<file path="src/rtl/ringosc_pkg.sv">
// rtl/ringosc_pkg.sv - shared types and constants for the ring-oscillator frequency meter
package ringosc_pkg;

    typedef enum logic [1:0] {
        ST_IDLE = 2'd0,
        ST_ARM  = 2'd1,
        ST_GATE = 2'd2,
        ST_DONE = 2'd3
    } meter_state_t;

    localparam int ARM_CYCLES  = 3;
    localparam int SYNC_STAGES = 2;

    function automatic int sel_width(input int n);
        return (n <= 1) ? 1 : $clog2(n);
    endfunction

endpackage

</file>
<file path="src/rtl/ringosc_freq_meter_sync.sv">
// rtl/ringosc_freq_meter_sync.sv - oscillator synchroniser with rising-edge detect
module osc_edge_sync
    import ringosc_pkg::*;
(
    input  logic clk,
    input  logic i_clr_n,
    input  logic i_async,
    output logic o_edge
);

    logic [SYNC_STAGES-1:0] r_sync;
    logic                   r_prev;

    always_ff @(posedge clk) begin
        if (!i_clr_n) begin
            r_sync <= '0;
            r_prev <= 1'b0;
        end else begin
            r_sync <= {r_sync[SYNC_STAGES-2:0], i_async};
            r_prev <= r_sync[SYNC_STAGES-1];
        end
    end

    assign o_edge = r_sync[SYNC_STAGES-1] & ~r_prev;

endmodule

</file>
<file path="src/rtl/ringosc_freq_meter.sv">
// rtl/ringosc_freq_meter.sv - gated edge counter measuring one selected ring oscillator
module ringosc_freq_meter
    import ringosc_pkg::*;
#(
    parameter  int NUM_CH = 4,
    parameter  int CNT_W  = 16,
    parameter  int GATE_W = 16,
    localparam int SEL_W  = sel_width(NUM_CH)
) (
    input  logic              clk,
    input  logic              rst_n,
    input  logic [NUM_CH-1:0] osc_in,
    input  logic [SEL_W-1:0]  ch_sel,
    input  logic [GATE_W-1:0] gate_cycles,
    input  logic              start,
    output logic              busy,
    output logic              valid,
    output logic              overflow,
    output logic [CNT_W-1:0]  count
);

    localparam int PAD_W = 2 ** SEL_W;
    localparam logic [1:0] ARM_LAST = 2'(ARM_CYCLES - 1);

    meter_state_t      r_state;
    logic [SEL_W-1:0]  r_ch_sel;
    logic [GATE_W-1:0] r_gate_left;
    logic [1:0]        r_arm_cnt;
    logic [CNT_W-1:0]  r_run_cnt;
    logic              r_ovf_run;

    logic [PAD_W-1:0]  w_osc_pad;
    logic              w_osc_sel;
    logic              w_edge;
    logic [CNT_W-1:0]  w_cnt_next;
    logic              w_ovf_next;

    // Unused select codes read zero-padded lanes, so an out-of-range channel counts nothing.
    always_comb begin
        w_osc_pad               = '0;
        w_osc_pad[NUM_CH-1:0]   = osc_in;
    end
    assign w_osc_sel = w_osc_pad[r_ch_sel];

    osc_edge_sync u_sync (
        .clk     (clk),
        .i_clr_n (rst_n),
        .i_async (w_osc_sel),
        .o_edge  (w_edge)
    );

    always_comb begin
        w_cnt_next = r_run_cnt;
        w_ovf_next = r_ovf_run;
        if (r_state == ST_GATE && w_edge) begin
            if (&r_run_cnt) begin
                w_ovf_next = 1'b1;
            end else begin
                w_cnt_next = r_run_cnt + 1'b1;
            end
        end
    end

    always_ff @(posedge clk) begin
        if (!rst_n) begin
            r_state     <= ST_IDLE;
            r_ch_sel    <= '0;
            r_gate_left <= '0;
            r_arm_cnt   <= '0;
            r_run_cnt   <= '0;
            r_ovf_run   <= 1'b0;
            busy        <= 1'b0;
            valid       <= 1'b0;
            overflow    <= 1'b0;
            count       <= '0;
        end else begin
            case (r_state)
                ST_IDLE: begin
                    valid <= 1'b0;
                    if (start) begin
                        r_ch_sel    <= ch_sel;
                        r_gate_left <= gate_cycles;
                        r_arm_cnt   <= '0;
                        r_run_cnt   <= '0;
                        r_ovf_run   <= 1'b0;
                        busy        <= 1'b1;
                        r_state     <= ST_ARM;
                    end
                end
                ST_ARM: begin
                    r_arm_cnt <= r_arm_cnt + 1'b1;
                    if (r_arm_cnt == ARM_LAST) begin
                        if (r_gate_left == '0) begin
                            count    <= r_run_cnt;
                            overflow <= r_ovf_run;
                            valid    <= 1'b1;
                            busy     <= 1'b0;
                            r_state  <= ST_DONE;
                        end else begin
                            r_state  <= ST_GATE;
                        end
                    end
                end
                ST_GATE: begin
                    r_run_cnt   <= w_cnt_next;
                    r_ovf_run   <= w_ovf_next;
                    r_gate_left <= r_gate_left - 1'b1;
                    // The final gate cycle's edge must land in the published result.
                    if (r_gate_left == GATE_W'(1)) begin
                        count    <= w_cnt_next;
                        overflow <= w_ovf_next;
                        valid    <= 1'b1;
                        busy     <= 1'b0;
                        r_state  <= ST_DONE;
                    end
                end
                ST_DONE: begin
                    valid   <= 1'b0;
                    r_state <= ST_IDLE;
                end
                default: begin
                    r_state <= ST_IDLE;
                    busy    <= 1'b0;
                    valid   <= 1'b0;
                end
            endcase
        end
    end

endmodule

</file>
<file path="config.mk">
export PLATFORM = sky130hd
export DESIGN_NAME = ringosc_freq_meter
export DESIGN_NICKNAME = d
export VERILOG_FILES = /design/src/rtl/ringosc_pkg.sv /design/src/rtl/ringosc_freq_meter_sync.sv /design/src/rtl/ringosc_freq_meter.sv
export SDC_FILE = /design/constraint.sdc
export NUM_CORES = 1
export LEC_CHECK = 0
export CORE_ASPECT_RATIO = 0.6
export CORE_UTILIZATION = 50
export DETAILED_ROUTE_END_ITERATION = 8
export PLACE_DENSITY = 0.76
export RECOVER_POWER = 50
export SYNTH_ARGS = -nofsm -noshare
export SYNTH_HDL_FRONTEND = slang
export SYNTH_SLANG_ARGS = --single-unit
</file>
<file path="constraint.sdc">
create_clock -name clk -period 1.89 [get_ports clk]
set_input_delay 0.4725 -clock clk [delete_from_list [all_inputs] [get_ports clk]]
set_output_delay 0.4725 -clock clk [all_outputs]
set_load 0.05 [all_outputs]
</file>
* After elaboration in Yosys (flattened, before gate mapping) *
Index checks and enable logic that the tools add are counted.
W data, S select, Z words.

storage, ports and cells
  bits of input ports = 25
  word-level logic and storage cells = 79
  bits in registers = 61

cells by class
  order comparisons = 1
  add/sub/neg operators = 3
  bitwise gates (word level) = 2
  equal/unequal tests = 9
  reduce and logical (&&, ||, !) cells = 16
  mux-type cells = 36

operators by type and width
  cell                     count
  $mux W16                 7
  $pmux W16 S2             3
  $add A16 B1 Y16 const B  1
  $eq A16 B1 Y1 const B    1
  $logic_not A16 Y1        1
  $reduce_and A16 Y1       1
  $sub A16 B1 Y16 const B  1
  $mux W1                  15
  $mux W2                  4
  $pmux W2 S4              1
  $eq A2 B2 Y1 const B     3
  $ne A2 B2 Y1 const B     3
  $pmux W1 S3              2
  $reduce_and A2 Y1        3
  $reduce_and A3 Y1        2
  $reduce_bool A2 Y1       3
  $reduce_and A5 Y1        1
  $pmux W1 S2              2
  $pmux W2 S2              1
  $reduce_and A4 Y1        1
  $lt A2 B3 Y1 const B     1
  $reduce_bool A3 Y1       1
  $add A2 B1 Y2 const B    1
  $bmux W1 S2              1
  other kinds (7)          7

* Longest topological paths before layout *
  depth after elaboration = 6
  gate-level depth with buffers = 10
  depth with buffers taken out = 7

* Cells and area by module *
Synthesis repeated with hierarchy kept, for this count alone.

second synthesis, totals
  cell total of the unflattened synthesis = 428
  area total of the unflattened synthesis = 3437.0 um^2

modules (own cells, without submodules)
  module              cells each  seq. area each (um^2)  area an instance (um^2)  times used
  ringosc_freq_meter  421         1161.1                 3344.5                   1
  osc_edge_sync       7           60.1                   92.6                     1

* Least setup slack after synthesis *
OpenSTA, ideal clock, no wires.

  path type = flip-flop to flip-flop
  from = register r_state[0]
  to = register r_gate_left[15]
  setup slack = -0.167 ns
  arrival = 1.983 ns
  path buffers = 2
  data required time = 1.816 ns
  setup time = 0.074 ns
  cell stages (with the launch flop) = 10
  path through = dfxtp_1 inv_1 ha_1 buf_2 clkinv_1 o21a_1 clkbuf_1 or3_1 or3_1 a31oi_1

between the ends
  longest elaborated chain between the ends = 3
  elaborated cells on any way between the ends = 6

RTL lines
  what                                                                 line                       source
  start, declared                                                      ringosc_freq_meter.sv:25   meter_state_t r_state;
  start signal, assigned                                               ringosc_freq_meter.sv:66   r_state <= ST_IDLE;
  start signal, assigned                                               ringosc_freq_meter.sv:87   r_state <= ST_ARM;
  start signal, assigned                                               ringosc_freq_meter.sv:98   r_state <= ST_DONE;
  $eq A2 B2 Y1 or $logic_not A2 Y1 (tied branches)                     ringosc_freq_meter.sv:77   case (r_state)
  $reduce_bool A2 Y1 (no source line) or $ne A2 B2 Y1 (tied branches)  n/a
  $reduce_and A2 Y1 (no source line)                                   n/a
  end signal, assigned                                                 ringosc_freq_meter.sv:82   r_gate_left <= gate_cycles;
  end signal, assigned                                                 ringosc_freq_meter.sv:107  r_gate_left <= r_gate_left - 1'b1;
  end, declared                                                        ringosc_freq_meter.sv:27   logic [GATE_W-1:0] r_gate_left;

Parallel ways exist; a longest one is shown, timed or not.
A chain may end at the register's enable or synchronous reset.

* Worst setup path in the final report *
  from = register r_gate_left[6]
  to = register r_state[0]

between the ends
  longest elaborated chain between the ends = 4
  elaborated cells on any way between the ends = 7

RTL lines
  what                  line                       source
  $logic_not A16 Y1     ringosc_freq_meter.sv:93   if (r_gate_left == '0) begin
  $mux W1               ringosc_freq_meter.sv:93
  $mux W2               ringosc_freq_meter.sv:92   if (r_arm_cnt == ARM_LAST) begin
  $pmux W2 S4           ringosc_freq_meter.sv:77
  end signal, assigned  ringosc_freq_meter.sv:87
  end signal, assigned  ringosc_freq_meter.sv:98
  end signal, assigned  ringosc_freq_meter.sv:100  r_state <= ST_GATE;

Parallel ways exist; a longest one is shown, timed or not. The select of a mux whose other input is x is not followed.

==> impl_metrics.tcl <==
set metrics [dict create \
    syn_nets 482 \
    die_area_sq_um 7459 \
    fin_crit_sh 1.087 \
    total_power_mw 7.281 \
    setup_viol_count_final 22 \
    crit_family "simple AND/OR/NAND/NOR gates" \
    grt_antenna_before_repair 0 \
    hp-class "flop to flop" \
    power_density_nw_per_um2 1362 \
    clock_path_buffers 2 \
    clk_pin_slew_ns 0.05 \
    ys_types 69 \
    grt_pass1_wl_um 18220 \
    port_buffers 43 \
    clock-sinks 61 \
    cp_slowest_cell "or4_4" \
    synth_edf_count 0 \
    synthCells 448 \
    synth.avg_cell_area_sq_um 7.932 \
    slowest_delay_ns 0.58 \
    cp_data_arrival_time_ns 2.26 \
    via_count 4141 \
    worst_pin_slew_ns 0.6250 \
    gr-total-overflow 0 \
    start_kind "flop" \
    postCtsHoldBufs 0 \
    tritoncts "built" \
    slew-limit-headroom 0.5851 \
    die-width_um 110.8 \
    place_hpwl_um 7896 \
    cp_data_required_time_ns 2.09 \
    drt_iter0_drc 389 \
    gp_congestion 0.9262 \
    synthArstFlopShare 0 \
    vias_per_cell 6.218 \
    violations "setup timing" \
    layout_commonest_cell "buf_4" \
    crit_path_cell_trace "or4_4 > buf_6 > o41ai_4 > nand3_4 > o41ai_2 > a21oi_1" \
    routed_wl_um 12230 \
    yosysSeqAreaShare 0.3437 \
    ant_nets 0 \
    peakVddDrop_mv 1.189 \
    ys_dominant_reg_cell "dfxtp_1" \
    first_global_vias 3767 \
    pin_count 44 \
    placed_cell_area_sq_um 4658 \
    hold_ws_ns 0.4392 \
    critPathCaptureType "flop" \
    drc_errors 0 \
    diodes 0 \
    initial_utilization 0.5254 \
    yosys_warnings 0 \
    cts_root_buf "clkbuf_16" \
    ctsHtreeMaxLevel 3 \
    rsz0062_at_grt "yes" \
    drive_gt1_frac 0.3644 \
    core_area_sq_um 6763 \
    final_area_sq_um 5346 \
    ys_ff_latch 61 \
    skew_ns 0.003814 \
    fin_nets 608 \
    rows 23 \
    fin_ws_ns -0.1643 \
    nFillCells 445 \
    finalHoldViolations 0 \
    grt_usage 0.3158 \
    maxCapViolations 0 \
    dieHeight_um 67.30 \
    p_leak_nw 2.043 \
    drt_first_pass_iters 6 \
    syn2layout_area_growth_pct 50.46 \
    critPathBufInv 1 \
    grt_start_max_net_pins 32 \
    synth_area_sq_um 3553 \
    clock.fmax_mhz 486.8 \
    period_minus_slack_ns 2.054 \
    cts_made_buffers 9 \
    finalMaxSlewViolations 0 \
    status "finished with violations" \
    mostFrequentLayoutCells "92 x buf_4, 52 x dfxtp_1, 48 x nand2_1" \
    path_class "flop to flop" \
    clkLatencyLatePin_ns 0.34 \
    worstPathMaxFanout 4 \
    wl_per_cell_um 18.36 \
]
final timing paths:
check,slack [ns],start,cells after the start,end
setup / recovery,-0.16,r_gate_left[6]$_SDFFE_PN0P_,6,r_state[0]$_SDFFE_PN0P_
hold / removal,0.44,u_sync.r_sync[0]$_SDFF_PN0_,1,u_sync.r_sync[1]$_SDFF_PN0_
setup reg to reg,-0.16,r_gate_left[6]$_SDFFE_PN0P_,6,r_state[0]$_SDFFE_PN0P_
hold reg to reg,0.44,u_sync.r_sync[0]$_SDFF_PN0_,1,u_sync.r_sync[1]$_SDFF_PN0_
layout make-up:
class	count	area, sq um	area share
clock inverter	6	110.1	0.02059
multi-input combinational	341	2416	0.4519
clock buffer	10	239.0	0.04470
inverter	12	46.29	0.008659
tap	87	108.9	0.02036
sequential	61	1237	0.2315
timing repair buffer	149	1189	0.2223
routing by layer:
layer / routed length [um] / global-route usage / up-vias
li1: - / - / 1904
met1: 5225 / 0.4146 / 1954
met2: 5471 / 0.5241 / 231
met3: 1199 / 0.07720 / 52
met4: 329 / 0.09000 / 0
met5: 0 / 0 / -
report_power, final:
part	total (mW)	leakage [nW]	internal (mW)	switching (mW)
sequential	1.67	0.500	1.50	0.169
combinational	3.68	1.38	1.70	1.98
clock	1.93	0.165	1.32	0.606
total	7.28	2.04	4.52	2.76
flip-flops by register name, indices dropped and copies added (netlist names):
signal / cells
busy: 1
u_sync.r_prev: 1
r_arm_cnt: 2
count: 16
r_run_cnt: 16
r_ovf_run: 1
u_sync.r_sync: 2
r_gate_left: 16
r_state: 2
overflow: 1
valid: 1
r_ch_sel: 2
synth_stat cells, types with 5 or more instances:
| cell | number | area share |
|---|---|---|
| nand2_1 | 49 | 0.052 |
| mux2i_1 | 5 | 0.014 |
| nand3_1 | 22 | 0.031 |
| a31oi_1 | 7 | 0.012 |
| o31ai_1 | 6 | 0.013 |
| ha_1 | 9 | 0.032 |
| and3_1 | 10 | 0.018 |
| or3_1 | 6 | 0.011 |
| nand4_1 | 8 | 0.014 |
| nor2_1 | 30 | 0.032 |
| o21ai_0 | 33 | 0.046 |
| inv_1 | 11 | 0.012 |
| clkbuf_1 | 22 | 0.023 |
| nor4_1 | 6 | 0.011 |
| dfxtp_1 | 61 | 0.34 |
| nor3_1 | 11 | 0.015 |
| and2_1 | 7 | 0.012 |
| a21oi_1 | 50 | 0.070 |
metrics by stage:
step | instances | worst slack [ns] | setup TNS (ns) | utilization
4_1_cts | 661 | -0.1298 | -1.330 | 0.7619
6_report | 666 | -0.1643 | -1.746 | 0.7906
3_5_place_dp | 641 | -0.1976 | -3.657 | 0.6888
3_3_place_gp | 641 | -0.1486 | -1.991 | 0.6888
5_1_grt | 666 | -0.2228 | -3.847 | 0.7906
2_1_floorplan | 448 | -0.01529 | -0.01740 | -
worst register-to-register path, stage by stage, from the launching register on:
cell and delay [ns]:
dfxtp_2 0.32, or4_4 0.58, buf_6 0.15, o41ai_4 0.33, nand3_4 0.15, o41ai_2 0.31, a21oi_1 0.09
cells by family after synthesis:
kind of cell	count (synthesis)	share of synthesized area
XOR/XNOR	3	0.007396
AND/OR/NAND/NOR	177	0.2655
multiplexers	9	0.02993
buffers and inverters	46	0.06162
adder cells (fa/ha/maj)	9	0.03169
AO/OA/AOI/OAI	143	0.2602
flip-flops	61	0.3437
what timing repair did:
item | in CTS | in global routing
resized for setup | 38 | 58
gates cloned | 0 | 1
buffers inserted | 4 | 4
pin swaps | 13 | 16
setup endpoints to repair | 30 | 47
(Power assumes the default switching activity.)
